$ cat src/rtl/vga_pkg.sv
// Shared VGA definitions: screen size, default bitmap size, colour and timing types.
package vga_pkg;

  localparam int HOR_PIXELS      = 800;
  localparam int VER_PIXELS      = 600;
  localparam int RECT_WIDTH_DEF  = 64;
  localparam int RECT_HEIGHT_DEF = 64;

  typedef logic [11:0] rgb_t;

  typedef struct packed {
    logic [10:0] hcount;
    logic [10:0] vcount;
    logic        hsync;
    logic        hblnk;
    logic        vsync;
    logic        vblnk;
  } vga_timing_t;

  localparam int TIMING_W = $bits(vga_timing_t);

  // True while either blanking strobe is active; such pixels must be black.
  function automatic logic blank_f(input vga_timing_t t);
    return t.hblnk | t.vblnk;
  endfunction

endpackage

$ cat src/rtl/draw_rect_img_delay_line.sv
// Fixed-length register pipeline with synchronous active-low clear.
module delay_line #(
  parameter int WIDTH   = 8,
  parameter int CLK_DEL = 1
) (
  input  logic             clk,
  input  logic             rst,
  input  logic [WIDTH-1:0] din,
  output logic [WIDTH-1:0] dout
);

  logic [WIDTH-1:0] pipe_q [CLK_DEL];

  // Shift the word one stage per clock; reset clears every stage.
  always_ff @(posedge clk) begin
    if (!rst) begin
      for (int i = 0; i < CLK_DEL; i++) begin
        pipe_q[i] <= {WIDTH{1'b0}};
      end
    end else begin
      pipe_q[0] <= din;
      for (int i = 1; i < CLK_DEL; i++) begin
        pipe_q[i] <= pipe_q[i-1];
      end
    end
  end

  assign dout = pipe_q[CLK_DEL-1];

endmodule

$ cat src/rtl/draw_rect_img.sv
// Rectangle bitmap overlay: latches the position once per frame, addresses an
// external 1-cycle image ROM and composites its data onto the background with
// the timing stream delayed by two cycles.
module draw_rect_img
  import vga_pkg::*;
#(
  parameter int RECT_WIDTH  = RECT_WIDTH_DEF,
  parameter int RECT_HEIGHT = RECT_HEIGHT_DEF,
  parameter int ADDR_WIDTH  = 12
) (
  input  logic                  clk,
  input  logic                  rst,
  input  logic [10:0]           hcount_in,
  input  logic [10:0]           vcount_in,
  input  logic                  hsync_in,
  input  logic                  hblnk_in,
  input  logic                  vsync_in,
  input  logic                  vblnk_in,
  input  logic [11:0]           rgb_in,
  input  logic [11:0]           xpos,
  input  logic [11:0]           ypos,
  input  logic [11:0]           rgb_pixel,
  output logic [ADDR_WIDTH-1:0] pixel_addr,
  output logic [10:0]           hcount_out,
  output logic [10:0]           vcount_out,
  output logic                  hsync_out,
  output logic                  hblnk_out,
  output logic                  vsync_out,
  output logic                  vblnk_out,
  output logic [11:0]           rgb_out
);

  localparam int XW    = $clog2(RECT_WIDTH);
  localparam int YW    = $clog2(RECT_HEIGHT);
  localparam int S1_W  = TIMING_W + 1 + 12;
  localparam int S2_W  = TIMING_W + 2 + 12;

  logic                  vblnk_prev_q;
  logic [11:0]           x_lat_q, x_lat_d;
  logic [11:0]           y_lat_q, y_lat_d;
  logic [ADDR_WIDTH-1:0] pixel_addr_q, pixel_addr_d;
  logic                  in_rect_s;
  logic [XW-1:0]         dx_s;
  logic [YW-1:0]         dy_s;
  logic [12:0]           h13_s, v13_s, xl13_s, yl13_s;

  vga_timing_t           tim_in_s, tim_s1_s, tim_s2_s;
  logic                  in_rect_s1_s, in_rect_s2_s, blank_s2_s;
  rgb_t                  rgb_s1_s, rgb_s2_s;
  logic [S1_W-1:0]       s1_bus_s;
  logic [S2_W-1:0]       s2_bus_s;

  // Capture a new position only on the rising edge of vblnk so a frame never tears.
  always_comb begin
    x_lat_d = x_lat_q;
    y_lat_d = y_lat_q;
    if (vblnk_in && !vblnk_prev_q) begin
      x_lat_d = xpos;
      y_lat_d = ypos;
    end else begin
      x_lat_d = x_lat_q;
      y_lat_d = y_lat_q;
    end
  end

  // Hit test at 13 bits so x_lat+RECT_WIDTH cannot wrap; address from low offset bits.
  always_comb begin
    h13_s  = {2'b00, hcount_in};
    v13_s  = {2'b00, vcount_in};
    xl13_s = {1'b0, x_lat_q};
    yl13_s = {1'b0, y_lat_q};
    in_rect_s = (h13_s >= xl13_s) && (h13_s < xl13_s + 13'(RECT_WIDTH)) &&
                (v13_s >= yl13_s) && (v13_s < yl13_s + 13'(RECT_HEIGHT));
    // Low bits of a difference depend only on low bits of the operands.
    dx_s = hcount_in[XW-1:0] - x_lat_q[XW-1:0];
    dy_s = vcount_in[YW-1:0] - y_lat_q[YW-1:0];
    if (in_rect_s) begin
      pixel_addr_d = ADDR_WIDTH'({dy_s, dx_s});
    end else begin
      pixel_addr_d = {ADDR_WIDTH{1'b0}};
    end
  end

  // Position latch, vblnk edge history and the ROM address register.
  always_ff @(posedge clk) begin
    if (!rst) begin
      vblnk_prev_q <= 1'b0;
      x_lat_q      <= 12'd0;
      y_lat_q      <= 12'd0;
      pixel_addr_q <= {ADDR_WIDTH{1'b0}};
    end else begin
      vblnk_prev_q <= vblnk_in;
      x_lat_q      <= x_lat_d;
      y_lat_q      <= y_lat_d;
      pixel_addr_q <= pixel_addr_d;
    end
  end

  // Pack the incoming timing strobes into the shared bundle.
  always_comb begin
    tim_in_s.hcount = hcount_in;
    tim_in_s.vcount = vcount_in;
    tim_in_s.hsync  = hsync_in;
    tim_in_s.hblnk  = hblnk_in;
    tim_in_s.vsync  = vsync_in;
    tim_in_s.vblnk  = vblnk_in;
  end

  delay_line #(.WIDTH(S1_W), .CLK_DEL(1)) u_stage1 (
    .clk  (clk),
    .rst  (rst),
    .din  ({tim_in_s, in_rect_s, rgb_in}),
    .dout (s1_bus_s)
  );

  assign {tim_s1_s, in_rect_s1_s, rgb_s1_s} = s1_bus_s;

  delay_line #(.WIDTH(S2_W), .CLK_DEL(1)) u_stage2 (
    .clk  (clk),
    .rst  (rst),
    .din  ({tim_s1_s, blank_f(tim_s1_s), in_rect_s1_s, rgb_s1_s}),
    .dout (s2_bus_s)
  );

  assign {tim_s2_s, blank_s2_s, in_rect_s2_s, rgb_s2_s} = s2_bus_s;

  // Final mux: every select is a stage-2 register and rgb_pixel is the ROM's own
  // output register, so ROM data for a pixel meets its timing on the same cycle.
  always_comb begin
    rgb_out = 12'h000;
    if (blank_s2_s) begin
      rgb_out = 12'h000;
    end else if (in_rect_s2_s) begin
      rgb_out = rgb_pixel;
    end else begin
      rgb_out = rgb_s2_s;
    end
  end

  assign pixel_addr = pixel_addr_q;
  assign hcount_out = tim_s2_s.hcount;
  assign vcount_out = tim_s2_s.vcount;
  assign hsync_out  = tim_s2_s.hsync;
  assign hblnk_out  = tim_s2_s.hblnk;
  assign vsync_out  = tim_s2_s.vsync;
  assign vblnk_out  = tim_s2_s.vblnk;

endmodule

$ cat config.mk
export PLATFORM = sky130hd
export DESIGN_NAME = draw_rect_img
export DESIGN_NICKNAME = d
export VERILOG_FILES = /design/src/rtl/vga_pkg.sv /design/src/rtl/draw_rect_img_delay_line.sv /design/src/rtl/draw_rect_img.sv
export SDC_FILE = /design/constraint.sdc
export NUM_CORES = 1
export LEC_CHECK = 0
export ABC_AREA = 1
export BUFFER_PORTS_ARGS = -buffer_cell sky130_fd_sc_hd__buf_2
export CAP_MARGIN = 20
export CELL_PAD_IN_SITES_DETAIL_PLACEMENT = 1
export CELL_PAD_IN_SITES_GLOBAL_PLACEMENT = 2
export CORE_ASPECT_RATIO = 0.7
export CORE_MARGIN = 3
export CORE_UTILIZATION = 30
export CTS_CLUSTER_DIAMETER = 150
export CTS_CLUSTER_SIZE = 25
export DETAILED_ROUTE_END_ITERATION = 16
export PLACE_DENSITY = 0.82
export SYNTH_ARGS = -nofsm -noshare
export SYNTH_HDL_FRONTEND = slang
export SYNTH_SLANG_ARGS = --single-unit
export TNS_END_PERCENT = 30
$ cat constraint.sdc
create_clock -name clk -period 2.65 [get_ports clk]
set_clock_uncertainty 0.2 [all_clocks]
set_input_delay 0.1325 -clock clk [delete_from_list [all_inputs] [get_ports clk]]
set_output_delay 0.1325 -clock clk [all_outputs]
set_load 0.01 [all_outputs]
---- Yosys cells after proc, flatten, opt, wreduce, memory -nomap -nowiden ----
Memories as Yosys holds them, arrays and structs flattened.
Index checks and enable logic that the tools add are counted.
word-level totals
  memories ................................ 2
  output and inout port bits .............. 50
  bits of input ports ..................... 76
  bits in writable memories ............... 79
  flip-flop bits (word level) ............. 37
  logic and storage cells ................. 31
memory list
  name             words  width  read ports  clocked after Yosys merged registers in  write ports  RTL line                        source
  u_stage2.pipe_q  1      40     1           0                                        1            draw_rect_img_delay_line.sv:12  logic [WIDTH-1:0] pipe_q [CLK_DEL];
  u_stage1.pipe_q  1      39     1           0                                        1            draw_rect_img_delay_line.sv:12
operators by class
  reductions and logical operators ........ 8
  bitwise operators ....................... 1
  $lt $le $gt $ge ......................... 4
  $add $sub $neg .......................... 4
  muxes and demuxes ....................... 8
operator list
  cell                                           count
  2-to-1 mux 40 bit                              1
  OR reduction 40 bit                            1
  2-to-1 mux 39 bit                              1
  OR reduction 39 bit                            1
  adder 12 x 7 -> 13 bit, second input constant  2
  less-than comparator 11 x 13 -> 1 bit          2
  >= comparator 11 x 12 -> 1 bit                 2
  2-to-1 mux 12 bit                              2
  subtractor 6 bit                               2
  logical AND 1 bit                              4
  2-to-1 mux 1 bit                               4
  AND reduction 2 bit                            1
  zero test 1 bit                                1
  bitwise OR 1 bit                               1

---- Longest topological paths before layout ----
Gate-level depths: netlist of run 1.
  depth in word-level cells ............... 6
  depth in mapped cells ................... 14
  gate-level depth less buffers ........... 13

---- By module ----
Synthesis of run 1 repeated with hierarchy kept, for this count alone.
unflattened totals
  cell total of the unflattened synthesis .. 613
  area total of the unflattened synthesis .. 4,867.2 um2
by module, submodules not included
  module                  cells each  instances  area an instance (um2)
  draw_rect_img           368         1          2,618.8
  delay_line at u_stage2  124         1          1,146.1
  delay_line at u_stage1  121         1          1,102.3

---- Worst setup path after synthesis of run 1 ----
No wires, ideal clock.
  path type ............................... reg2reg
  start point ............................. register x_lat_q[6]
  end point ............................... register pixel_addr_q[7] (netlist: pixel_addr[7])
  arrival ................................. 1,791 ps
  stages on the path, launching flop included .. 14
  data required time ...................... 2,386 ps
  buffers on the path ..................... 1
  library setup time ...................... 64 ps
  setup slack ............................. 595 ps
  path through ............................ dfxtp_1 -> ha_1 -> nand2_1 -> o21ai_0 -> o21ai_0 -> ha_1 -> nand2_1 -> inv_1 -> o21ai_0 -> nand2_1 -> nor2_1 -> nand3_2 -> buf_6 -> nor2_1
between the ends
  cells in the longest elaborated chain, start to end .. 6
RTL lines
  what                                    RTL line             source
  start, declared                         draw_rect_img.sv:39  logic [11:0] x_lat_q, x_lat_d;
  start signal, assigned                  draw_rect_img.sv:93  x_lat_q <= x_lat_d;
  adder 12 x 7 -> 13 bit                  draw_rect_img.sv:72  in_rect_s = (h13_s >= xl13_s) && (h13_s < xl13_s + 13'(RECT_WIDTH)) &&
  less-than comparator 11 x 13 -> 1 bit   draw_rect_img.sv:72
  logical AND 1 bit * (2 in series)       draw_rect_img.sv:72
  logical AND 1 bit *                     draw_rect_img.sv:73  (v13_s >= yl13_s) && (v13_s < yl13_s + 13'(RECT_HEIGHT));
  AND reduction 2 bit (no source line) *  --
  end signal, assigned                    draw_rect_img.sv:90  pixel_addr_q <= {ADDR_WIDTH{1'b0}};
  end signal, assigned                    draw_rect_img.sv:95  pixel_addr_q <= pixel_addr_d;
  end, declared                           draw_rect_img.sv:41  logic [ADDR_WIDTH-1:0] pixel_addr_q, pixel_addr_d;
Every way passes the cells marked *; elsewhere a longest branch is shown, timed or not.
A chain may end at the register's enable or synchronous reset.

---- Worst setup path in the final report of run 1 ----
  start point ............................. input port vcount_in[0]
  end point ............................... register pixel_addr_q[6] (netlist: pixel_addr[6])
between the ends
  cells in the longest elaborated chain, start to end .. 4
RTL lines
  what                                  RTL line             source
  start, declared                       draw_rect_img.sv:14  input logic [10:0] vcount_in,
  >= comparator 11 x 12 -> 1 bit        draw_rect_img.sv:73
  logical AND 1 bit                     draw_rect_img.sv:72
  logical AND 1 bit                     draw_rect_img.sv:73
  AND reduction 2 bit (no source line)  --
Several ways; a longest one is shown, not always the timed one.

==> results of run 1 <==
[layout by cell type (no fill, tap or decap), types with 2 or more instances in the layout]
cell type      count
nand3_1           12
nor2_1            26
nand4_1            5
a21oi_1           46
xor2_1             7
clkinvlp_4         5
o21a_1             4
bufinv_16          2
nand3b_1           2
clkbuf_1           2
clkbuf_8           2
xnor2_1            6
dfxtp_1          115
ha_1              34
fa_1               2
clkinv_4           2
buf_2            124
clkbuf_16         17
buf_4              4
nand2_1          146
o21ai_0           29
dlygate4sd3_1     64
inv_1            124
nor3b_1            2
[cells by family after synthesis]
| kind of cell | count (synthesis) |
|---|---|
| AOI/OAI and AO/OA | 80 |
| buffers and inverters | 166 |
| xor gates and xnor gates | 13 |
| and+or+nand+nor | 199 |
| adders and majority gates | 36 |
| DFF | 115 |
[final cells by class]
| class | count | area share |
|---|---|---|
| Tap cell | 200 | 0.0373 |
| Timing Repair Buffer | 192 | 0.193 |
| Inverter | 124 | 0.0694 |
| Multi-Input combinational cell | 328 | 0.270 |
| Clock buffer | 21 | 0.0686 |
| Sequential cell | 115 | 0.343 |
| Clock inverter | 11 | 0.0192 |
[worst register-to-register path, stage by stage, from the launching register on]
cell     delay (ps)
dfxtp_1         370
ha_1            200
nand2_1          90
o21ai_0         150
o21ai_0         110
ha_1            290
nand2_1          70
inv_1            30
o21ai_0         150
nand2_1          70
nor2_1          200
nand3_4         210
nor2_1          150
[sequential cells by signal, summed over array words and instances (netlist names)]
name and count:
u_stage2.pipe_q 40, u_stage1.pipe_q 39, pixel_addr 12, x_lat_q 12
y_lat_q 12
[worst min path at each step]
| stage | startpoint | cells past startpoint | slack (ps) | to |
|---|---|---|---|---|
| CTS | u_stage1.pipe_q[0][9] | 2 | 210 | u_stage2.pipe_q[0][9] |
| detailed placement | rgb_in[2] | 3 | 120 | u_stage1.pipe_q[0][2] |
| finish | u_stage1.pipe_q[0][36] | 2 | 210 | u_stage2.pipe_q[0][37] |
| global placement | rgb_in[4] | 3 | 110 | u_stage1.pipe_q[0][4] |
| floorplan | vblnk_in | 2 | 30 | u_stage1.pipe_q[0][13] |
| global route | u_stage1.pipe_q[0][1] | 2 | 230 | u_stage2.pipe_q[0][1] |
[power breakdown]
part           total [W]  leakage [nW]  internal [W]  switching (W)
registers        0.00186         0.949       0.00182      0.0000394
clock network    0.00225         0.272       0.00143       0.000819
logic           0.000605          2.44      0.000280       0.000325
total            0.00472          3.66       0.00354        0.00118
[per-layer routing]
layer | up-vias | wire length [um]
met5 | - | 0
met1 | 1905 | 5930
met3 | 20 | 646
li1 | 2163 | -
met2 | 89 | 6020
met4 | 0 | 185
[repair_timing]
item | 4_1_cts | 5_1_grt
endpoints found under the hold margin | 68 | 0
resized for setup | 0 | 1
endpoints found under the setup margin | 0 | 12
setup buffers | 0 | 0
hold buffers | 64 | 0
[stage by stage]
stage | instances | total power [W] | setup slack, ps | TNS [ps]
3_5_place_dp | 895 | 0.00243 | 262 | 0
4_1_cts | 991 | 0.00477 | 226 | 0
5_1_grt | 991 | 0.00497 | -14.8 | -14.8
6_report | 991 | 0.00472 | 251 | 0
3_3_place_gp | 895 | 0.00240 | 393 | 0
2_1_floorplan | 609 | 0.00224 | 595 | 0
==> metrics, run 1 <==
VDD IR max 402 uV; first-pass GRT wire length 20,800 um; status completed; number of synthesized flops with an enable pin 0; Buf+Inv Stages, Crit Path 3; clk sinks 115; ys async rst share 0; worst reg-to-reg path cell count 12; Synth Area in Simple Gates 0.168; drt pass-1 iters 4; largest net degree at the start of global routing 51; clk_lat worst skew 410 ps; Top delay family on crit path simple AND/OR/NAND/NOR gates; die extent in x 157 um; top post-synthesis cells by area dfxtp_1, nand2_1, inv_1; startpoint types input port; pwr/cell area 704 nW/um^2; Max Cap Viol 0; routed len/inst 12.9 um; cell mode on critical path nand2_1; most common cell in the synthesized netlist nand2_1; # IOs 126; fin crit share 0.905; actual slew at the worst max-slew pin 469 ps; CP Data Arrival Time 2540 ps; Cell Chain, Critical Path dlygate4sd3_1, buf_2, inv_1, ha_1, fa_1, o21a_1, nand2_1, nand2_1, nand2_1, nand2_1, nor2_1, nand3_4, nor2_1; sequential element share of the synthesized area 0.478; Clock Pin Slew Worst Setup and Hold Paths 60 ps; Register Area 2300 um^2; CTS tree done; Max Slew Vio Count 0; Rows 38; Fmax achieved 0.417 GHz; Most used DFF post-synth dfxtp_1; clk root buf clkbuf_16; grt met1 use 0.177; leak pwr 3.66 nW; diode count 0; Ys Warns 0; R2R Path Start x_lat_q[6]; Mean Syn Cell Area 7.91 um^2; Fillers 1,910; Synth Area in Adders 0.0966; grt met2 use 0.258; GR peak layer met2; placed instance area 5470 um^2; post-synth top area share 0.478; proportion of layout cells with a drive suffix above 1 0.202; Starting Density 0.309; largest family of logic cells by synthesized area simple AND/OR/NAND/NOR gates; Hold Crit Class reg2reg; Slew headroom 0.687; Multi-input gate area 1810 um^2; depth of the CTS H-tree 4; mux cell area share after synthesis 0; Clock Tree Buf Depth 2; post-synthesis cell type count 25; post-route cell area 6710 um^2; # DRC 0; final core occ 0.430; crit path capture pixel_addr[6]; core area 15,600 um^2; vias after detailed routing 4,177; Yosys reg bits 115; antenna violations before repair 0; met3 global-route usage 0.0489; synthesized instance count 609; Req. time, crit path 2790 ps; Tot GR Track Use 0.150; gr ovfl total 0; Die Y 112 um; Mapped Area 4820 um^2; worst r2r dst pixel_addr[6]; max incr delay on CP 530 ps; die footprint 17,600 um^2; WHS 210 ps; Final Hold Viols 0; minimum clock period after layout 2400 ps; Post-DP HPWL 9030 um; xor and xnor area share after synthesis 0.0236; cell taking the most area after synthesis dfxtp_1; Post-DRT Antenna Nets 0; WL final 12,800 um; Crit. Startpoint vcount_in[0]; Critical Path Stages 13; RePlAce Congestion 0.801; Worst path slowest cell dlygate4sd3_1; Syn Nets 721; element type at the critical path end flop; slack of the worst reg-to-reg path 290 ps; Area Growth Syn to Fin 39.2%; via density per instance 4.21; Worst Path Class, Setup in2reg; Setup-failing EPs final 0; number of global-route vias before repair 4,405; CTS buffer count 17; synth cell count leaders nand2_1, inv_1, dfxtp_1, a21oi_1, ha_1; IO Port Bufs 125; crit path max fanout 13; Synth Area in Compound Gates 0.0857; initial DRC count 173; nets 890
Power figures use the tool's default switching activity.
==> run 2: changes to the inputs <==
Settings changed: ABC_AREA 1 to unset, CORE_UTILIZATION 30 to 32, PLACE_DENSITY 0.82 to 0.81.
==> metrics, run 2 <==
Post-DRT Antenna Nets 0; first-pass GRT wire length 21,100 um; VDD IR max 389 uV; Fmax achieved 0.371 GHz; IO Port Bufs 125; Synth Area in Simple Gates 0.212; Area Growth Syn to Fin 45.0%; number of synthesized flops with an enable pin 0; sequential element share of the synthesized area 0.467; routed len/inst 14.4 um; post-synth top area share 0.467; clk sinks 115; max FFs per register 40; leak pwr 3.16 nW; most common cell after layout, fill and taps aside buf_2; failing checks negative setup slack; die extent in x 154 um; largest net degree at the start of global routing 102; Starting Density 0.331; Worst Path Class, Setup reg2reg; Ys Warns 0; die footprint 16,900 um^2; gr ovfl total 0; ys async rst share 0; final worst slack -42.2 ps; worst reg-to-reg path cell count 9; crit path max fanout 8; most frequent cells in the layout buf_2, dfxtp_1, and2_1; worst r2r dst pixel_addr[8]; Tot GR Track Use 0.160; Top Registers u_stage2.pipe_q x40, u_stage1.pipe_q x39; depth of the CTS H-tree 4; antenna violations before repair 0; Syn Nets 610; Post-DP HPWL 8950 um; CTS tree done; Hold Crit Endpoint u_stage1.pipe_q[0][18]; hold_sp vcount_in[1]; clk root buf clkbuf_16; RePlAce Congestion 0.797; mux cell area share after synthesis 0.0264; core area 14,900 um^2; largest family of logic cells by synthesized area simple AND/OR/NAND/NOR gates; drt pass-1 iters 4; xor and xnor area share after synthesis 0.0142; Clock Pin Slew Worst Setup and Hold Paths 50 ps; Die Y 110 um; via density per instance 4.40; pwr/cell area 666 nW/um^2; R2R Path Start x_lat_q[0]; Synth Area in Adders 0.0945; nets 805; CTS buffer count 17; Max Cap Viol 0; slack of the worst reg-to-reg path -40 ps; Final Hold Viols 0; clk_lat worst skew 420 ps; actual slew at the worst max-slew pin 751 ps; most common cell in the synthesized netlist dfxtp_1; dpl ws -237 ps; Mean Syn Cell Area 9.89 um^2; CP Data Arrival Time 2820 ps; element type at the critical path end flop; synthesized instance count 498; Mapped Area 4920 um^2; initial DRC count 123; Synth Area in Compound Gates 0.112; cell taking the most area after synthesis dfxtp_1; Most used DFF post-synth dfxtp_1; vias after detailed routing 3,961; Slew headroom 0.499; worst hold path depth 3; WL final 13,000 um; Yosys reg bits 115; minimum clock period after layout 2690 ps; number of global-route vias before repair 4,264; RSZ-0062 raised after global routing yes; diode count 0; register with the most flip-flops u_stage2.pipe_q; Rows 37; Hold Crit Class in2reg; fin crit share 1.02; Setup-failing EPs final 5; top post-synthesis cells by area dfxtp_1, and2_1, ha_1; status finished with violations; proportion of layout cells with a drive suffix above 1 0.316; # IOs 126; startpoint types flop; # DRC 0; Clock Tree Buf Depth 2; Req. time, crit path 2780 ps; post-synthesis cell type count 50; WHS 1.27 ps; synth cell count leaders dfxtp_1, and2_1, nand2_1, ha_1, inv_1; Max Slew Vio Count 0
-- run 2: cell types whose count changed after synthesis, sizes merged, moves of 7 or more --
cell	change
mux2i	+13
o21ai	-20
inv	-97
nor3	+7
nor2	-7
and2	+77
a21boi	+24
nand3	-7
a21oi	-37
nand2	-94
-- run 2: worst max-delay path: stages, from the launching register on --
cell and delay, ps:
dfxtp_2 340, ha_4 160, fa_2 330, and2b_2 260, o22ai_4 80, a211oi_2 220
a2111oi_2 60, or4_4 590, buf_6 180, nor4_4 190
-- run 2: stage by stage --
step | TNS [ps] | area (um^2) | instances | total power [W] | utilization
2_1_floorplan | 0 | 4920 | 498 | 0.00220 | -
3_3_place_gp | -411 | 5700 | 795 | 0.00238 | 0.384
3_5_place_dp | -1580 | 5700 | 795 | 0.00240 | 0.384
6_report | -130 | 7140 | 901 | 0.00476 | 0.481
5_1_grt | -902 | 7140 | 901 | 0.00498 | 0.481
4_1_cts | -239 | 7070 | 896 | 0.00481 | 0.476
-- run 2: per-layer routing --
metal	global-route usage	part of all wire	up-vias
met5	0	0	-
met4	0.0668	0.018	0
met3	0.0496	0.047	19
met2	0.270	0.48	82
met1	0.190	0.46	1845
li1	-	-	2015
-- run 2: final cells by class --
cell class | count | area, um^2
clock buffers | 18 | 439
clock inverters | 14 | 154
fillers | 1673 | 7720
inverters | 27 | 101
multi-input cells | 313 | 2380
flip-flops and latches | 115 | 2310
well taps | 195 | 244
repair buffers | 219 | 1520
-- run 2: where the power goes --
| group | leakage [nW] | internal (W) | switching (W) | total (W) |
|---|---|---|---|---|
| clock | 0.283 | 0.00142 | 0.000864 | 0.00228 |
| sequential | 0.949 | 0.00181 | 0.0000374 | 0.00185 |
| combinational | 1.93 | 0.000329 | 0.000300 | 0.000629 |
-- run 2: cell families (layout without fill, tap and decap cells) --
logic type	after synthesis	in the layout
adders and majority gates	36	36
DFF	115	115
xor gates and xnor gates	8	8
and+or+nand+nor	187	187
buffers and inverters	70	278
AOI/OAI and AO/OA	69	69
muxes	13	13
-- run 2: worst max path at each step --
| stage | start | end | slack (ps) | cells after the start |
|---|---|---|---|---|
| 5_1_grt | x_lat_q[0] | pixel_addr[2] | -130 | 9 |
| 6_report | x_lat_q[0] | pixel_addr[8] | -40 | 9 |
| 3_3_place_gp | x_lat_q[6] | pixel_addr[8] | -100 | 10 |
| 3_5_place_dp | x_lat_q[7] | pixel_addr[8] | -240 | 10 |
| 2_1_floorplan | x_lat_q[6] | pixel_addr[2] | 20 | 10 |
| 4_1_cts | x_lat_q[0] | pixel_addr[8] | -60 | 9 |
-- run 2: timing repair --
item                                    4_1_cts  5_1_grt
resized for setup                            20       10
endpoints found under the setup margin       12       13
setup buffers                                 5        5
hold endpoints to repair                     65        0
pin swaps                                    11        6
hold buffers                                 64        0
